==> src/rtl/apu_wb_queue.sv <==
// apu_wb_queue: write-back FIFO between the APU result path and the
// register-file APU write port. It issues one single-cycle request per
// stored entry, waits for the ack, and exports a per-register pending bitmap
// so the issue logic can stall on RAW hazards.
module apu_wb_queue #(
    parameter int DATA_WIDTH    = 32,
    parameter int REG_SEL_WIDTH = 5,
    parameter int NUM_REGS      = 32,
    parameter int DEPTH         = 4
) (
    input  logic                         clk,
    input  logic                         rst,
    input  logic                         in_valid,
    output logic                         in_ready,
    input  logic [REG_SEL_WIDTH-1:0]     in_sel,
    input  logic [DATA_WIDTH-1:0]        in_data,
    output logic                         apu_wr_req,
    input  logic                         apu_ack,
    output logic [REG_SEL_WIDTH-1:0]     apu_wr_sel,
    output logic [DATA_WIDTH-1:0]        apu_wr_data,
    output logic [NUM_REGS-1:0]          pending,
    output logic [$clog2(DEPTH+1)-1:0]   count,
    output logic                         empty,
    output logic                         full
);

    localparam int PW = $clog2(DEPTH);
    localparam int CW = $clog2(DEPTH+1);

    typedef enum logic [1:0] {
        S_IDLE  = 2'd0,
        S_ISSUE = 2'd1,
        S_WAIT  = 2'd2
    } state_t;

    state_t                    state_q, state_d;
    logic [PW-1:0]             rd_ptr_q, rd_ptr_d;
    logic [PW-1:0]             wr_ptr_q, wr_ptr_d;
    logic [CW-1:0]             count_q, count_d;
    logic                      req_q, req_d;
    logic [REG_SEL_WIDTH-1:0]  sel_q, sel_d;
    logic [DATA_WIDTH-1:0]     data_q, data_d;

    logic [REG_SEL_WIDTH-1:0]  sel_mem_q  [DEPTH];
    logic [DATA_WIDTH-1:0]     data_mem_q [DEPTH];

    logic                      full_w;
    logic                      accept;
    logic                      store;
    logic                      pop;
    logic [PW-1:0]             next_head;
    logic [NUM_REGS-1:0]       pend_w;

    // Flags derived from the registered count; in_ready never sees a same-cycle pop.
    always_comb begin
        full_w   = (count_q == CW'(DEPTH));
        in_ready = !full_w;
        full     = full_w;
        empty    = (count_q == '0);
        count    = count_q;
    end

    // Handshake decode: register 0 is a sink, so its results complete but are not stored.
    always_comb begin
        accept    = in_valid && !full_w;
        store     = accept && (in_sel != '0);
        pop       = (state_q == S_WAIT) && apu_ack;
        next_head = rd_ptr_q + PW'(1);
    end

    // Pointer and occupancy bookkeeping.
    always_comb begin
        rd_ptr_d = rd_ptr_q;
        wr_ptr_d = wr_ptr_q;
        count_d  = count_q;
        if (store) begin
            wr_ptr_d = wr_ptr_q + PW'(1);
        end
        if (pop) begin
            rd_ptr_d = next_head;
        end
        case ({store, pop})
            2'b10:   count_d = count_q + CW'(1);
            2'b01:   count_d = count_q - CW'(1);
            default: count_d = count_q;
        endcase
    end

    // Drain FSM: next state plus the registered request/select/data outputs.
    always_comb begin
        state_d = state_q;
        sel_d   = sel_q;
        data_d  = data_q;
        case (state_q)
            S_IDLE: begin
                if (count_q != '0) begin
                    state_d = S_ISSUE;
                    sel_d   = sel_mem_q[rd_ptr_q];
                    data_d  = data_mem_q[rd_ptr_q];
                end
            end
            S_ISSUE: begin
                state_d = S_WAIT;
            end
            S_WAIT: begin
                if (apu_ack) begin
                    // The next head is either an older stored entry or the
                    // result being pushed on this very edge when the pop empties the FIFO.
                    if (count_q > CW'(1)) begin
                        state_d = S_ISSUE;
                        sel_d   = sel_mem_q[next_head];
                        data_d  = data_mem_q[next_head];
                    end else if (store) begin
                        state_d = S_ISSUE;
                        sel_d   = in_sel;
                        data_d  = in_data;
                    end else begin
                        state_d = S_IDLE;
                    end
                end
            end
            default: begin
                state_d = S_IDLE;
            end
        endcase
        req_d = (state_d == S_ISSUE);
    end

    // State, pointer and output registers with asynchronous reset.
    always_ff @(posedge clk or posedge rst) begin
        if (rst) begin
            state_q  <= S_IDLE;
            rd_ptr_q <= '0;
            wr_ptr_q <= '0;
            count_q  <= '0;
            req_q    <= 1'b0;
            sel_q    <= '0;
            data_q   <= '0;
        end else begin
            state_q  <= state_d;
            rd_ptr_q <= rd_ptr_d;
            wr_ptr_q <= wr_ptr_d;
            count_q  <= count_d;
            req_q    <= req_d;
            sel_q    <= sel_d;
            data_q   <= data_d;
        end
    end

    // Entry storage; slots are qualified by count, so no reset is needed.
    always_ff @(posedge clk) begin
        if (store) begin
            sel_mem_q[wr_ptr_q]  <= in_sel;
            data_mem_q[wr_ptr_q] <= in_data;
        end
    end

    // Pending bitmap: OR of one-hot selects over the live entries, head included.
    always_comb begin
        pend_w = '0;
        for (int unsigned i = 0; i < DEPTH; i++) begin
            if (i < 32'(count_q)) begin
                pend_w[sel_mem_q[rd_ptr_q + PW'(i)]] = 1'b1;
            end
        end
        pend_w[0] = 1'b0;
    end

    // Registered FSM outputs and the pending bitmap drive the ports.
    always_comb begin
        apu_wr_req  = req_q;
        apu_wr_sel  = sel_q;
        apu_wr_data = data_q;
        pending     = pend_w;
    end

endmodule
==> config.mk <==
export PLATFORM = sky130hd
export DESIGN_NAME = apu_wb_queue
export DESIGN_NICKNAME = d
export VERILOG_FILES = /design/src/rtl/apu_wb_queue.sv
export SDC_FILE = /design/constraint.sdc
export NUM_CORES = 1
export LEC_CHECK = 0
export ABC_AREA = 1
export CAP_MARGIN = 20
export CORE_MARGIN = 1.5
export CORE_UTILIZATION = 45
export DETAILED_ROUTE_END_ITERATION = 16
export GPL_ROUTABILITY_DRIVEN = 0
export GPL_TIMING_DRIVEN = 0
export MAX_ROUTING_LAYER = met4
export PLACE_DENSITY_LB_ADDON = 0.1
export SLEW_MARGIN = 40
export SYNTH_ARGS = -nofsm -noshare
export SYNTH_HDL_FRONTEND = slang
export SYNTH_SLANG_ARGS = --single-unit
==> constraint.sdc <==
create_clock -name clk -period 8.9 [get_ports clk]
set_input_delay 2.225 -clock clk [delete_from_list [all_inputs] [get_ports clk]]
set_output_delay 2.225 -clock clk [all_outputs]
set_load 0.01 [all_outputs]
==> impl_metrics.yaml, run 1 <==
outcome:
  outcome: "finished clean"
timing:
  clock_skew_ns: 0.0130
  timing.slew.headroom_pct: 53.0
  max_clock_freq_mhz: 192
  tns_ns: 0
  unrepaired_setup_endpoints_after_global_routing: "no"
  worst_slack_ns: 3.70
  finalMaxSlewViolations: 0
  timing_worst_slew_pin_value_ns: 0.705
  timing_hold_violations_final: 0
  finalSetupViolations: 0
  timing.final.crit_period_ns: 5.20
  post-route-period-util_pct: 58.5
power_and_ir_drop:
  comb_power_share_pct: 58.1
  switching_portion_of_total_power_pct: 47.7
  power.density_nw_per_um2: 379
  cell_internal_pwr_mw: 2.65
  power.leakage_nw: 5.87
  sequential_fraction_of_design_power_pct: 26.8
  ir_worst_vdd_uv: 174
  share_clk_of_total_power_pct: 15.1
  switching_power_mw: 2.42
synthesis:
  synth_most_common_cell: "sky130_fd_sc_hd__nand2_1"
  post_synth_arst_share_pct: 24.1
  syn_inst: 1427
  synth_sequential_area_ratio_pct: 51.2
  largest_area_contributor_in_the_netlist: "sky130_fd_sc_hd__edfxtp_1"
  synth_top_cells_by_count: "567 x sky130_fd_sc_hd__nand2_1, 270 x sky130_fd_sc_hd__nor2_1, 148 x sky130_fd_sc_hd__edfxtp_1"
  avgSynthCellArea_um2: 7.69
  synth_top_area_share_pct: 40.5
  synthDistinctLibCells: 27
  ys.warnings.count: 0
  synth_fp_nets: 1476
  yosys-top-cells-area: "sky130_fd_sc_hd__edfxtp_1 41%, sky130_fd_sc_hd__nand2_1 19%, sky130_fd_sc_hd__dfrtp_1 11%, sky130_fd_sc_hd__nor2_1 9.2%, sky130_fd_sc_hd__nand3_1 4.6%"
  synth_edf_count: 148
  most_used_dff_post_synth: "sky130_fd_sc_hd__edfxtp_1"
  mappedNetlistArea_um2: 11000
  synth.ff_latch_count: 195
clock_tree:
  clock_sinks: 195
  h-tree-depth: 4
  cts.repair.resized: 0
  cts.path.max_buffers: 2
  tritoncts: "yes"
  insertion_delay_ns: 0.44
  cts.reportedPaths.clkPinSlew_ns: 0.07
  ctsHoldBuffers: 0
  cts-buffers-inserted: 17
  post_cts_repair_timing_setup_buffer_count: 0
  cts.root.buffer_cell: "sky130_fd_sc_hd__clkbuf_16"
floorplan:
  starting_density_of_the_core_pct: 46.3
  row_count: 56
  chip_height_um: 159
  floorplan.die_area_um2: 25300
  core_area_um2: 23700
  io-pin-count: 117
  floorplan.die.width_um: 159
final_layout:
  ff_latch_area_um2: 5620
  antennaDiodeCount: 0
  ratio_of_cells_with_drive_above_1_in_the_final_layout_pct: 7.13
  nFillCells: 2241
  multi_input_comb_area_um2: 4760
  nNetsFinal: 1621
  areaGrowthSynthToFinish_pct: 21.9
routing:
  drt-vias-per-instance: 5.32
  drt_wl_total_mm: 33.9
  drtPass1Iterations: 6
  vias: 10122
  postRouteAntennaNets: 0
  routedWlPerCell_um: 17.8
  drt_drc_violations_left: 0
  drt_iter0_markers: 953
hold_path:
  hold-path-cell-count: 2
  worstHoldPathType: "flip-flop to flip-flop"
  hold_end: "apu_wr_data[27]$_DFFE_PP0P_"
  hold_path.startpoint: "apu_wr_data[27]$_DFFE_PP0P_"
setup_path:
  cp_common_cell: "sky130_fd_sc_hd__nor2_1"
  r2r_slack_ns: 6.48
  crit_fanout: 8
  timing.critical_path.buf_inv: 2
  r2r_end: "data_mem_q[1][22]$_DFFE_PP_"
  worst_ep_arrival_time_ns: 2.98
  critical_path.slowest_cell: "sky130_fd_sc_hd__o21ai_0"
  crit_path_start_kind: "flip-flop"
  crit_type: "flip-flop to output pin"
  required_ns: 6.68
  path_cells: "inv_1, o21ai_0, nand3_1, nor2_1, nor2_1, nand2_1, clkdlybuf4s50_1"
  cp_top_family: "simple AND/OR/NAND/NOR gates"
  timing.critical_path.slowest_cell_delay_ns: 0.55
  r2r-start: "count[0]$_DFFE_PP0P_"
  reg2regPathDepth: 9
  worst_setup_path_end_kind: "output pin"
placed_design:
  detailedPlace.worstSlack_ns: 4.25
  detailedPlacementHpwl_mm: 24.3
  buffer_ports.inserted: 115
global_route:
  grt_pass1_wl_mm: 52.7
  gr-usage-all-layers_pct: 27.8
  initial_antenna_violation_count: 0
  grt_pass1_vias: 9708
  grt_max_degree: 25
  global_route.overflow_total: 0
run:
  cap_violations: 0
stage by stage:
stage | std cells | util, % | total power [mW] | hold slack, ns | area (um2)
after floorplan | 1427 | - | 3.15 | 0.457 | 11000
after global placement | 1861 | 52.9 | 4.20 | 0.464 | 12500
after detailed placement | 1872 | 54.0 | 4.29 | 0.464 | 12800
after CTS | 1904 | 56.4 | 5.06 | 0.484 | 13400
after global routing | 1904 | 56.4 | 5.44 | 0.504 | 13400
final | 1904 | 56.4 | 5.07 | 0.482 | 13400
per-layer routing:
layer	track usage [%]	up-vias	routed length (um)
li1	-	4919	-
met1	33.7	4702	13900
met2	46.0	421	16400
met3	4.14	80	2170
met4	12.5	0	1400
met5	-	-	0
power groups by stage:
| stage | Clock (mW) | Sequential [mW] | Combinational [mW] |
|---|---|---|---|
| final | 0.766 | 1.36 | 2.95 |
| after floorplan | 0 | 1.40 | 1.75 |
| after global routing | 0.810 | 1.38 | 3.24 |
| after detailed placement | 0 | 1.37 | 2.92 |
| after global placement | 0 | 1.38 | 2.82 |
| after CTS | 0.775 | 1.36 | 2.93 |
worst min-delay path, cell delays in order (launching register included):
cell,delay [ns]
sky130_fd_sc_hd__dfrtp_1,0.34
sky130_fd_sc_hd__nand2_1,0.05
sky130_fd_sc_hd__nand2_1,0.05
cell usage in the layout (no fill, tap or decap), types with 8 or more instances in the layout:
cell type                         instances
sky130_fd_sc_hd__clkbuf_16               17
sky130_fd_sc_hd__nor2_1                 266
sky130_fd_sc_hd__o21ai_0                 54
sky130_fd_sc_hd__a21oi_1                 13
sky130_fd_sc_hd__clkdlybuf4s50_1        115
sky130_fd_sc_hd__nand3_1                101
sky130_fd_sc_hd__a22oi_1                 48
sky130_fd_sc_hd__ha_1                     8
sky130_fd_sc_hd__clkbuf_1                20
sky130_fd_sc_hd__dfrtp_1                 47
sky130_fd_sc_hd__buf_2                   25
sky130_fd_sc_hd__buf_4                   14
sky130_fd_sc_hd__inv_2                    8
sky130_fd_sc_hd__nand2_1                567
sky130_fd_sc_hd__o21a_1                   8
sky130_fd_sc_hd__inv_1                   59
sky130_fd_sc_hd__edfxtp_1               148
cells by family after synthesis:
logic type,Yosys count,share of synthesized area [%]
AND/OR/NAND/NOR,956,34.6
adder cells (fa/ha/maj),8,0.913
flip-flops,195,51.2
buffers and inverters,133,5.66
AO/OA/AOI/OAI,129,7.19
other,1,0.0342
XOR/XNOR,5,0.399
worst max path at each step:
stage | slack [ns] | end | cells after the start | start
global placement | 1.97 | data_mem_q[1][16]$_DFFE_PP_ | 5 | in_sel[0]
global route | 3.54 | pending[24] | 11 | rd_ptr_q[0]$_DFFE_PP0P_
finish | 3.70 | pending[6] | 7 | count[0]$_DFFE_PP0P_
CTS | 3.76 | pending[24] | 11 | rd_ptr_q[0]$_DFFE_PP0P_
detailed placement | 4.25 | pending[24] | 11 | rd_ptr_q[0]$_DFFE_PP0P_
floorplan | 4.41 | data_mem_q[0][0]$_DFFE_PP_ | 4 | in_valid
layout make-up:
type / count / share of cell area, %
tap: 319 / 2.99
clock buffer: 19 / 3.24
multi-input combinational: 1099 / 35.6
timing repair buffer: 126 / 10.4
buffer: 65 / 2.73
clock inverter: 13 / 1.12
inverter: 68 / 1.93
sequential: 195 / 42.0
registers in the layout (all words and copies together) (netlist names):
register	count
count	3
apu_wr_data	32
apu_wr_sel	5
rd_ptr_q	2
data_mem_q	128
sel_mem_q	20
wr_ptr_q	2
apu_wr_req	1
state_q	2
(Power assumes the default switching activity.)
==> run 2: changes to the inputs <==
==> constraint.sdc (replaced) <==
create_clock -name clk -period 4.9 [get_ports clk]
set_input_delay 1.225 -clock clk [delete_from_list [all_inputs] [get_ports clk]]
set_output_delay 1.225 -clock clk [all_outputs]
set_load 0.01 [all_outputs]
==> results of run 2 <==
The final DEF is identical to that of run 1. Status: finished clean.
Main changes from that run: setup slack after placement 4.25 ns -> 1.25 ns; setup slack after layout 3.70 ns -> 0.697 ns; register-to-register setup slack 6.48 ns -> 2.48 ns; total power 5.07 mW -> 9.21 mW; worst IR drop on VDD 174 uV -> 316 uV
